### config.mk
export PLATFORM = sky130hd
export DESIGN_NAME = cpu_control_unit
export DESIGN_NICKNAME = d
export VERILOG_FILES = /design/src/rtl/cpu_pkg.sv /design/src/rtl/pc_next_logic.sv /design/src/rtl/cpu_control_unit.sv
export SDC_FILE = /design/constraint.sdc
export NUM_CORES = 1
export LEC_CHECK = 0
export BUFFER_PORTS_ARGS = -buffer_cell sky130_fd_sc_hd__buf_2
export CAP_MARGIN = 5
export CORE_MARGIN = 5
export CORE_UTILIZATION = 40
export CTS_BUF_LIST = sky130_fd_sc_hd__clkbuf_8
export CTS_CLUSTER_DIAMETER = 50
export DETAILED_ROUTE_END_ITERATION = 12
export GPL_TIMING_DRIVEN = 0
export MAX_ROUTING_LAYER = met4
export SYNTH_ARGS = -nofsm -noshare
export SYNTH_HDL_FRONTEND = slang
export SYNTH_SLANG_ARGS = --single-unit
### constraint.sdc
create_clock -name CLK -period 7.9 [get_ports CLK]
set_input_delay 0.395 -clock CLK [delete_from_list [all_inputs] [get_ports CLK]]
set_output_delay 0.395 -clock CLK [all_outputs]
set_load 0.005 [all_outputs]
### src/rtl/cpu_pkg.sv
// Shared definitions for the 8-bit CPU control path: opcodes, ALU codes,
// FSM encoding, instruction field positions and the opcode decoder.
package cpu_pkg;

  localparam logic [7:0] OP_LOADI = 8'd0;
  localparam logic [7:0] OP_MOV   = 8'd1;
  localparam logic [7:0] OP_ADD   = 8'd2;
  localparam logic [7:0] OP_SUB   = 8'd3;
  localparam logic [7:0] OP_AND   = 8'd4;
  localparam logic [7:0] OP_OR    = 8'd5;
  localparam logic [7:0] OP_J     = 8'd6;
  localparam logic [7:0] OP_BEQ   = 8'd7;

  localparam logic [2:0] ALU_FWD = 3'b000;
  localparam logic [2:0] ALU_ADD = 3'b001;
  localparam logic [2:0] ALU_AND = 3'b010;
  localparam logic [2:0] ALU_OR  = 3'b011;

  localparam int OPC_LSB  = 24;
  localparam int DST_LSB  = 16;
  localparam int SRC1_LSB = 8;
  localparam int SRC2_LSB = 0;

  typedef enum logic [2:0] {
    ST_FETCH     = 3'd0,
    ST_DECODE    = 3'd1,
    ST_EXECUTE   = 3'd2,
    ST_WRITEBACK = 3'd3,
    ST_HALT      = 3'd4
  } state_t;

  typedef struct packed {
    logic [2:0] aluop;
    logic       neg_sel;
    logic       imm_sel;
    logic       writes;
    logic       is_jump;
    logic       is_beq;
    logic       illegal;
  } ctrl_t;

  function automatic ctrl_t decode_op(input logic [7:0] op);
    ctrl_t c;
    c = '0;
    case (op)
      OP_LOADI: begin c.aluop = ALU_FWD; c.imm_sel = 1'b1; c.writes = 1'b1; end
      OP_MOV:   begin c.aluop = ALU_FWD; c.writes = 1'b1; end
      OP_ADD:   begin c.aluop = ALU_ADD; c.writes = 1'b1; end
      OP_SUB:   begin c.aluop = ALU_ADD; c.neg_sel = 1'b1; c.writes = 1'b1; end
      OP_AND:   begin c.aluop = ALU_AND; c.writes = 1'b1; end
      OP_OR:    begin c.aluop = ALU_OR;  c.writes = 1'b1; end
      OP_J:     begin c.is_jump = 1'b1; end
      OP_BEQ:   begin c.aluop = ALU_ADD; c.neg_sel = 1'b1; c.is_beq = 1'b1; end
      default:  begin c.illegal = 1'b1; end
    endcase
    return c;
  endfunction

endpackage

### src/rtl/pc_next_logic.sv
// Next-PC computation: sequential PC+4, or PC+4 plus a sign-extended word
// offset when a jump/taken branch is selected. Wraps modulo 2^PC_WIDTH.
module pc_next_logic #(
  parameter int PC_WIDTH = 32
) (
  input  logic [PC_WIDTH-1:0] pc,
  input  logic [7:0]          offset,
  input  logic                take,
  output logic [PC_WIDTH-1:0] pc_next
);

  logic [PC_WIDTH-1:0] pc_seq;
  logic [PC_WIDTH-1:0] disp;

  always_comb begin
    pc_seq  = pc + PC_WIDTH'(4);
    disp    = {{(PC_WIDTH-10){offset[7]}}, offset, 2'b00};
    pc_next = take ? (pc_seq + disp) : pc_seq;
  end

endmodule

### src/rtl/cpu_control_unit.sv
// Multi-cycle fetch/decode/control stage: PC, instruction fetch handshake,
// register-file addressing, ALU selects and j/beq resolution.
module cpu_control_unit
  import cpu_pkg::*;
#(
  parameter int                  PC_WIDTH = 32,
  parameter logic [PC_WIDTH-1:0] RESET_PC = '0
) (
  input  logic                CLK,
  input  logic                RESET,
  output logic [PC_WIDTH-1:0] INSTR_ADDR,
  output logic                INSTR_REQ,
  input  logic                INSTR_VALID,
  input  logic [31:0]         INSTRUCTION,
  input  logic                ZERO,
  output logic [2:0]          OUT1ADDRESS,
  output logic [2:0]          OUT2ADDRESS,
  output logic [2:0]          INADDRESS,
  output logic                WRITE,
  output logic [7:0]          IMMEDIATE,
  output logic [2:0]          ALUOP,
  output logic                NEG_SEL,
  output logic                IMM_SEL,
  output logic                ERROR,
  output state_t              DBG_STATE
);

  state_t              state_q, next_state;
  logic [PC_WIDTH-1:0] pc_q, pc_next;
  logic [7:0]          offset_q;
  logic                writes_q, jump_q, beq_q, illegal_q, zero_q;
  logic                accept;
  ctrl_t               ctrl;
  logic                unused_src1_hi;

  // Fetch handshake: an instruction transfers at a posedge where INSTR_REQ
  // and INSTR_VALID are both high; INSTR_VALID is ignored whenever
  // INSTR_REQ is low (including the first cycle after reset and in HALT).
  assign accept         = (state_q == ST_FETCH) && INSTR_REQ && INSTR_VALID;
  assign ctrl           = decode_op(INSTRUCTION[OPC_LSB +: 8]);
  assign unused_src1_hi = ^INSTRUCTION[SRC1_LSB+3 +: 5];
  assign INSTR_ADDR     = pc_q;
  assign DBG_STATE      = state_q;

  always_comb begin
    next_state = state_q;
    case (state_q)
      ST_FETCH:     if (accept) next_state = ST_DECODE;
      ST_DECODE:    next_state = illegal_q ? ST_HALT : ST_EXECUTE;
      ST_EXECUTE:   next_state = ST_WRITEBACK;
      ST_WRITEBACK: next_state = ST_FETCH;
      ST_HALT:      next_state = ST_HALT;
      default:      next_state = ST_FETCH;
    endcase
  end

  pc_next_logic #(.PC_WIDTH(PC_WIDTH)) u_pc_next (
    .pc      (pc_q),
    .offset  (offset_q),
    .take    (jump_q || (beq_q && zero_q)),
    .pc_next (pc_next)
  );

  always_ff @(posedge CLK) begin
    if (!RESET) begin
      state_q     <= ST_FETCH;
      pc_q        <= RESET_PC;
      INSTR_REQ   <= 1'b0;
      WRITE       <= 1'b0;
      ERROR       <= 1'b0;
      OUT1ADDRESS <= '0;
      OUT2ADDRESS <= '0;
      INADDRESS   <= '0;
      IMMEDIATE   <= '0;
      ALUOP       <= ALU_FWD;
      NEG_SEL     <= 1'b0;
      IMM_SEL     <= 1'b0;
      offset_q    <= '0;
      writes_q    <= 1'b0;
      jump_q      <= 1'b0;
      beq_q       <= 1'b0;
      illegal_q   <= 1'b0;
      zero_q      <= 1'b0;
    end else begin
      state_q   <= next_state;
      INSTR_REQ <= (next_state == ST_FETCH);
      WRITE     <= (state_q == ST_EXECUTE) && writes_q;
      if (accept) begin
        OUT1ADDRESS <= INSTRUCTION[SRC1_LSB +: 3];
        OUT2ADDRESS <= INSTRUCTION[SRC2_LSB +: 3];
        INADDRESS   <= INSTRUCTION[DST_LSB +: 3];
        IMMEDIATE   <= INSTRUCTION[SRC2_LSB +: 8];
        offset_q    <= INSTRUCTION[DST_LSB +: 8];
        ALUOP       <= ctrl.aluop;
        NEG_SEL     <= ctrl.neg_sel;
        IMM_SEL     <= ctrl.imm_sel;
        writes_q    <= ctrl.writes;
        jump_q      <= ctrl.is_jump;
        beq_q       <= ctrl.is_beq;
        illegal_q   <= ctrl.illegal;
      end
      if (state_q == ST_DECODE && illegal_q) ERROR <= 1'b1;
      // ZERO reflects the ALU result only after the full EXECUTE settle time
      if (state_q == ST_EXECUTE) zero_q <= ZERO;
      if (state_q == ST_WRITEBACK) pc_q <= pc_next;
    end
  end

endmodule

* After elaboration in Yosys (flattened, before gate mapping)
Cells that the tools add are included.
** Cells by class
- Add/subtract/negate cells :: 2
- Equal/unequal tests :: 11
- Mux-type cells :: 11
- Reductions and logical operators :: 13
** Operator list (number)
- $add 32x3->32 const B :: 1
- $add 32x32->32 :: 1
- $eq 8x3->1 const B :: 4
- $mux 32 :: 1
- $eq 8x2->1 const B :: 2
- $pmux 3 s4 :: 1
- $eq 8x1->1 const B :: 1
- $logic_not 8->1 :: 1
- $reduce_or 8->1 :: 1
- $eq 3x2->1 const B :: 2
- $logic_not 3->1 :: 2
- $mux 1 :: 6
- $mux 3 :: 2
- $pmux 2 s3 :: 1
- $reduce_or 6->1 :: 1
- $logic_and 1x1->1 :: 5
- $eq 3x1->1 const B :: 1
- $eq 3x3->1 const B :: 1
- $reduce_or 3->1 :: 1
- $reduce_or 2->1 :: 1
- $logic_or 1x1->1 :: 1
** Word-level totals
- Bits in registers :: 73
- Input bits :: 36
- Output and inout bits :: 60
- Logic and storage cells :: 55

* Longest topological paths before layout
Gate-level depths: netlist of the first run.
- Word-level depth :: 6
- Mapped depth :: 17
- Gate-level depth less buffers :: 16

* Modules after synthesis
A second synthesis of the first run with hierarchy kept.
** Unflattened totals
- Cell total of the unflattened synthesis :: 673
- Area, all modules :: 5151.2 µm²
** Modules (own cells, without submodules)
- cpu_control_unit :: times used 1, cells an instance 303, area an instance 2660.1 µm², sequential area each 1321.3 µm²
- pc_next_logic :: times used 1, cells an instance 370, area an instance 2491.1 µm², sequential area each 0.0 µm²

* Worst setup path after synthesis of the first run
OpenSTA, ideal clock, no wires.
- Path type :: reg2reg
- Start point :: reg pc_q[4] (netlist: INSTR_ADDR[4])
- End point :: reg pc_q[29] (netlist: INSTR_ADDR[29])
- Setup time :: 120 ps
- Arrival time :: 3311 ps
- Data required time :: 7780 ps
- Setup slack :: 4469 ps
- Stages on the path, launching flop included :: 17
- Buffers on the path :: 2
- Clock period less this slack :: 3431 ps
- Cell sequence :: dfxtp_1 nand4_2 or2_2 buf_6 nor2_4 nand4_1 xnor2_1 ha_1 clkbuf_1 a21oi_1 o21ai_0 a211oi_1 nor2_1 or3_1 o21ai_0 mux2i_1 a21oi_1
** On the way
- Word-level cells in the longest chain between the ends :: 3
** RTL lines
- from (decl) :: line cpu_control_unit.sv:29 : logic [PC_WIDTH-1:0] pc_q, pc_next;
- from (signal assigned) :: line cpu_control_unit.sv:105 : if (state_q == ST_WRITEBACK) pc_q <= pc_next;
- $add 32x3->32 (*) :: line pc_next_logic.sv:16 : pc_seq = pc + PC_WIDTH'(4);
- $add 32x32->32 :: line pc_next_logic.sv:18 : pc_next = take ? (pc_seq + disp) : pc_seq;
- $mux 32 (*) :: line pc_next_logic.sv:18
Every way passes the cells marked *; elsewhere a longest branch is shown, timed or not.
A chain may end at the register's enable or synchronous reset.

* Worst setup path in the final report of the first run
Ends and elaborated chain as after synthesis.

==> impl_metrics.env, run 1 <==
export IMPL_cts_tree="built"
export IMPL_synth_avg_cell_area_um2=7.728
export IMPL_dp_slack_ps=3758
export IMPL_power_total_uw=758.4
export IMPL_clock_sinks=64
export IMPL_n_fill_cell=1303
export IMPL_hold_viol=0
export IMPL_yosys_register_bits=64
export IMPL_synth_top_family_by_area="compound AO/OA/AOI/OAI gates"
export IMPL_peakVddDrop_mv=0.1097
export IMPL_synth_seq_area_share_pct=24.97
export IMPL_grtUsageMet3_pct=3.614
export IMPL_critical_path_top_delay_family="compound AO/OA/AOI/OAI gates"
export IMPL_tightest_slew_ps=764.4
export IMPL_slowest_delay_ps=570
export IMPL_detail_route_antenna_nets=0
export IMPL_synth_xor_area_share_pct=8.705
export IMPL_drt_pass1_iter_count=5
export IMPL_ys_top_cells_by_area="dfxtp_1 25%, ha_1 9.0%, nand2_1 6.9%"
export IMPL_mostFrequentLayoutCell="nand2_1"
export IMPL_yosysTopAreaCell="dfxtp_1"
export IMPL_clock_path_buffers=2
export IMPL_critPathArrivalTime_ps=4540
export IMPL_crit_chain="nand4_2 -> or2_2 -> buf_6 -> nor2_4 -> nand2_1 -> xnor2_1 -> ha_1 -> clkbuf_1 -> nand3_1 -> o311ai_0 -> a221oi_1 -> a2111oi_0 -> o21ai_0 -> mux2i_1 -> a21oi_1"
export IMPL_fp_dieW_um=123.3
export IMPL_syn_area_um2=5131
export IMPL_ctsResizeCount=0
export IMPL_hp_class="input pin to register"
export IMPL_synth_compound_area_share_pct=25.75
export IMPL_yosys_area_share_simple_pct=24.53
export IMPL_syn2layout_area_growth_pct=16.58
export IMPL_critPathCaptureType="register"
export IMPL_n_antenna_cell=0
export IMPL_io_pins=96
export IMPL_slew_viol_final=0
export IMPL_max_cap_violations=0
export IMPL_rsz0062_at_grt="false"
export IMPL_ys_warnings_count=0
export IMPL_core_um2=12620
export IMPL_finalSetupViolCount=0
export IMPL_die_area_um2=15190
export IMPL_final_cell_mix="94 x nand2_1, 89 x buf_2, 65 x a21oi_1"
export IMPL_io_buffers=86
export IMPL_cp_max_fo=8
export IMPL_critPathLaunchType="register"
export IMPL_cp_num_buf_inv=2
export IMPL_status="complete, no violations"
export IMPL_synthCells=664
export IMPL_first_iter_violations=389
export IMPL_fin_ws_ps=3618
export IMPL_numCtsBuffers=9
export IMPL_power_leakage_nw=2.765
export IMPL_post_route_drc_count=0
export IMPL_clkLatencyLatePin_ps=370
export IMPL_antenna_found_initial=0
export IMPL_fin_skew_ps=14.54
export IMPL_overflow=0
export IMPL_finalNetCount=837
export IMPL_ys_types=74
export IMPL_slew_headroom_pct=49.04
export IMPL_synth_fa_ha_area_share_pct=9.412
export IMPL_fin_util_pct=47.40
export IMPL_avgViaCountPerCell=5.552
export IMPL_cp_slowest_cell="a2111oi_0"
export IMPL_dominantRegCellSynth="dfxtp_1"
export IMPL_muxShareOfSynthArea_pct=0.8291
export IMPL_finalCritPeriodShare_pct=54.20
export IMPL_die_y_um=123.3
export IMPL_grtUsageTotal_pct=21.58
export IMPL_grt_pass1_wl_um=25070
export IMPL_root_buffer="clkbuf_8"
export IMPL_h_tree_depth=3
export IMPL_whs_ps=265.4
export IMPL_required_ps=8160
export IMPL_met2_usage_pct=32.52
export IMPL_gr_usage_met1_pct=28.79
export IMPL_grt_max_degree=33
export IMPL_tns_ps=0
export IMPL_holdBufCountCts=0
export IMPL_power_density_nw_per_um2=126.8
export IMPL_drive_above_1_share_pct=18.62
export IMPL_postCtsSetupBuffers=0
export IMPL_vias=5219
export IMPL_rows=41
export IMPL_dp_hpwl_um=11830
export IMPL_gp_congestion=0.9302
export IMPL_synth_edf_count=0
export IMPL_max_freq_mhz=233.6
export IMPL_wl_per_cell_um=16.66
export IMPL_path_clk_slew_ps=80
export IMPL_async_reset_ff_share_pct=0
export IMPL_period_minus_slack_ps=4282
export IMPL_grt_busiest_layer="met2"
export IMPL_finalWirelength_um=15670
export IMPL_start_util_pct=40.66
export IMPL_rrSetupSlack_ps=3620
export IMPL_first_global_vias=4958
export IMPL_crit_type="register to register"
export IMPL_synth_top_cell_area_share_pct=24.97
==> synthesized netlist by cell type, types with 3 or more instances <==
cell type,n
nand2_1,94
a21oi_1,65
dfxtp_1,64
o21ai_0,40
nor2_1,39
ha_1,37
clkbuf_1,27
xnor2_1,27
xor2_1,24
a21boi_0,23
nand3_1,20
nor3_1,15
a21o_1,14
inv_1,12
nor2b_1,12
o211ai_1,11
buf_4,9
nand4_1,9
a22oi_1,8
and3_1,8
a211oi_1,5
and2_1,5
nand2b_1,5
o211a_1,5
o21a_1,5
o22ai_1,5
nand4b_1,4
or2_2,4
or3_1,4
a221oi_1,3
buf_2,3
buf_6,3
nand3b_1,3
o221ai_1,3
==> power by group <==
part | switching, mW | internal, mW
sequential | 0.0138 | 0.335
combinational | 0.0676 | 0.0491
clock | 0.148 | 0.145
total | 0.229 | 0.529
==> metal layers <==
layer	routed length (um)	part of all wire, %	vias up
met4	318	2.0	0
met5	0	0	-
met2	7091	45	186
li1	-	-	2572
met3	1211	7.7	23
met1	7043	45	2438
==> sequential cells by signal, indices dropped and copies added (netlist names), 2 cells and up <==
name and cells:
OUT1ADDRESS 3, OUT2ADDRESS 2, INADDRESS 2, INSTR_ADDR 30, IMMEDIATE 6, offset_q 6
DBG_STATE 3, ALUOP 2
==> final cells by class <==
type / instances / area, um2 / area share (%)
multi-input combinational: 545 / 3563 / 59.57
sequential: 64 / 1282 / 21.44
timing repair buffer: 86 / 430.4 / 7.195
buffer: 45 / 249.0 / 4.162
tap: 172 / 215.2 / 3.598
clock buffer: 9 / 123.9 / 2.071
clock inverter: 7 / 72.57 / 1.213
inverter: 12 / 45.04 / 0.7530
==> metrics by stage <==
stage                     instances  instance area [um2]
after floorplan                 666                 5139
after global placement          924                 5784
after detailed placement        924                 5784
after CTS                       940                 5981
after global routing            940                 5982
final                           940                 5982
==> final timing paths <==
check,from,end,cells after the start
max,INSTR_ADDR[4]$_SDFFE_PN0N_,INSTR_ADDR[29]$_SDFFE_PN0N_,15
min,INSTRUCTION[23],offset_q[7]$_SDFFE_PN0P_,3
max reg2reg,INSTR_ADDR[4]$_SDFFE_PN0N_,INSTR_ADDR[29]$_SDFFE_PN0N_,15
min reg2reg,writes_q$_SDFFE_PN0P_,WRITE$_SDFF_PN0_,2
==> kinds of logic (layout without fill, tap and decap cells) <==
family,after synthesis,in the layout
simple gates,243,243
other cells,1,3
buf+inv,57,159
compound gates,206,206
xor+xnor,51,51
fa+ha+maj,38,38
flops,64,64
mux,4,4
==> worst register-to-register path: stages (launching register included) <==
cell	delay, ps
dfxtp_1	510
nand4_2	240
or2_2	350
buf_6	140
nor2_4	150
nand2_1	100
xnor2_1	160
ha_1	280
clkbuf_1	310
nand3_1	170
o311ai_0	480
a221oi_1	200
a2111oi_0	570
o21ai_0	210
mux2i_1	210
a21oi_1	90
Power figures use the tool's default switching activity.
==> run 2, diff against run 1 <==
clock period = 4.2 ns   (was 7.9 ns; I/O delays follow)
==> run 2 against run 1 <==
Against the previous run: core utilization increased by 0.20 points; final area increased by 0.42%; total power increased by 88%; largest cell class unchanged.
==> impl_metrics.env, run 2 (same netlist as run 1, synthesis figures left out) <==
export IMPL_overflow=0
export IMPL_mostFrequentLayoutCell="nand2_1"
export IMPL_drt_pass1_iter_count=5
export IMPL_crit_end="INSTR_ADDR[29]$_SDFFE_PN0N_"
export IMPL_gp_congestion=0.9302
export IMPL_fin_skew_ps=15.66
export IMPL_slew_viol_final=0
export IMPL_detail_route_antenna_nets=0
export IMPL_drive_above_1_share_pct=19.30
export IMPL_finalSetupViolCount=0
export IMPL_finalCritPeriodShare_pct=94.32
export IMPL_io_buffers=86
export IMPL_largest_reg_flops=30
export IMPL_rsz0062_at_grt="false"
export IMPL_hold_viol=0
export IMPL_n_antenna_cell=0
export IMPL_power_density_nw_per_um2=237.9
export IMPL_power_frac_seq_pct=45.9
export IMPL_max_freq_mhz=252.4
export IMPL_path_clk_slew_ps=80
export IMPL_die_area_um2=15190
export IMPL_required_ps=4460
export IMPL_finalWirelength_um=15690
export IMPL_h_tree_depth=3
export IMPL_critPathCaptureType="register"
export IMPL_io_pins=96
export IMPL_vias=5221
export IMPL_finalNetCount=836
export IMPL_status="complete, no violations"
export IMPL_clkPwrFrac_pct=38.7
export IMPL_post_route_drc_count=0
export IMPL_grtUsageTotal_pct=21.58
export IMPL_final_cell_mix="94 x nand2_1, 89 x buf_2, 64 x a21oi_1"
export IMPL_hp_class="input pin to register"
export IMPL_start_util_pct=40.66
export IMPL_syn2layout_area_growth_pct=17.07
export IMPL_cts_tree="built"
export IMPL_fp_dieW_um=123.3
export IMPL_slew_headroom_pct=48.29
export IMPL_die_y_um=123.3
export IMPL_hp_start="INSTRUCTION[23]"
export IMPL_clock_sinks=64
export IMPL_dp_hpwl_um=11830
export IMPL_clock_path_buffers=2
export IMPL_wl_per_cell_um=16.71
export IMPL_crit_type="register to register"
export IMPL_first_iter_violations=331
export IMPL_antenna_found_initial=0
export IMPL_avgViaCountPerCell=5.560
export IMPL_power_total_mw=1.429
export IMPL_crit_start="INSTR_ADDR[5]$_SDFFE_PN0N_"
export IMPL_period_minus_slack_ps=3962
export IMPL_grt_max_degree=33
export IMPL_holdBufCountCts=0
export IMPL_r2r_end="INSTR_ADDR[29]$_SDFFE_PN0N_"
export IMPL_p_switching_uw=433.2
export IMPL_numCtsBuffers=9
export IMPL_clkLatencyLatePin_ps=380
export IMPL_root_buffer="clkbuf_8"
export IMPL_power_leakage_nw=2.775
export IMPL_max_cap_violations=0
export IMPL_p_sw_share_pct=30.31
export IMPL_reg2reg_from="INSTR_ADDR[5]$_SDFFE_PN0N_"
export IMPL_critPathLaunchType="register"
export IMPL_comb_power_share_pct=15.4
export IMPL_power_internal_uw=996.0
export IMPL_tightest_slew_ps=775.6
export IMPL_rrSetupSlack_ps=240
export IMPL_peakVddDrop_mv=0.2066
export IMPL_tns_ps=0
export IMPL_cp_max_fo=8
export IMPL_postCtsSetupBuffers=0
export IMPL_grt_pass1_wl_um=25070
export IMPL_rows=41
export IMPL_first_global_vias=4958
export IMPL_critPathArrivalTime_ps=4220
export IMPL_rr_worst_depth=16
export IMPL_core_um2=12620
-- run 2: final cells by class --
type | instances | area [um2]
sequential | 64 | 1284
timing repair buffer | 86 | 430.4
fill | 1296 | 6613
multi-input combinational | 545 | 3591
clock buffer | 9 | 123.9
inverter | 12 | 45.04
buffer | 44 | 245.2
tap | 172 | 215.2
clock inverter | 7 | 72.57
-- run 2: repair_timing --
item | in CTS | in global routing
setup endpoints to repair | 0 | 6
hold endpoints to repair | 0 | 0
resized for setup | 0 | 7
-- run 2: worst min path at each step --
stage,depth (start not counted),end
finish,3,offset_q[7]$_SDFFE_PN0P_
global route,3,offset_q[7]$_SDFFE_PN0P_
CTS,3,OUT1ADDRESS[0]$_SDFFE_PN0P_
detailed placement,2,WRITE$_SDFF_PN0_
global placement,2,WRITE$_SDFF_PN0_
floorplan,2,OUT2ADDRESS[1]$_SDFFE_PN0P_
-- run 2: stage by stage --
step           setup WS [ps]  util, %  cell area [um2]  cells  hold WS (ps)
2_1_floorplan          768.9        -             5139    666         354.9
3_3_place_gp           85.66    45.84             5784    924         436.7
3_5_place_dp           57.57    45.84             5784    924         438.3
4_1_cts                15.71    47.39             5981    940         76.05
5_1_grt                35.71    47.60             6007    939         85.73
6_report               238.4    47.60             6007    939         81.57
-- run 2: power groups by stage --
stage               clock network, mW  registers [mW]  logic [mW]
floorplan                           0           0.664       0.143
global placement                    0           0.669       0.214
detailed placement                  0           0.670       0.218
CTS                             0.566           0.656       0.219
global route                    0.589           0.660       0.246
finish                          0.553           0.656       0.220
-- run 2: routing by layer --
metal	share of wire, %	GRT usage (%)	wire length, um	vias to the layer above
met2	45	32.52	7066	186
met1	46	28.79	7243	2442
met4	2.3	8.789	359	0
met3	6.5	3.614	1023	26
met5	0	-	0	-
li1	-	-	-	2567
-- run 2: worst max-delay path: stages (launching register included) --
cell	delay (ps)
dfxtp_1	490
nand4_4	190
or2_2	320
buf_6	140
nor2_4	150
nand4_1	280
xnor2_1	240
ha_1	240
clkbuf_1	200
a21oi_2	260
o21ai_0	160
a211oi_1	260
nor2_1	80
or3_1	310
o21ai_0	200
mux2i_1	250
a21oi_1	90
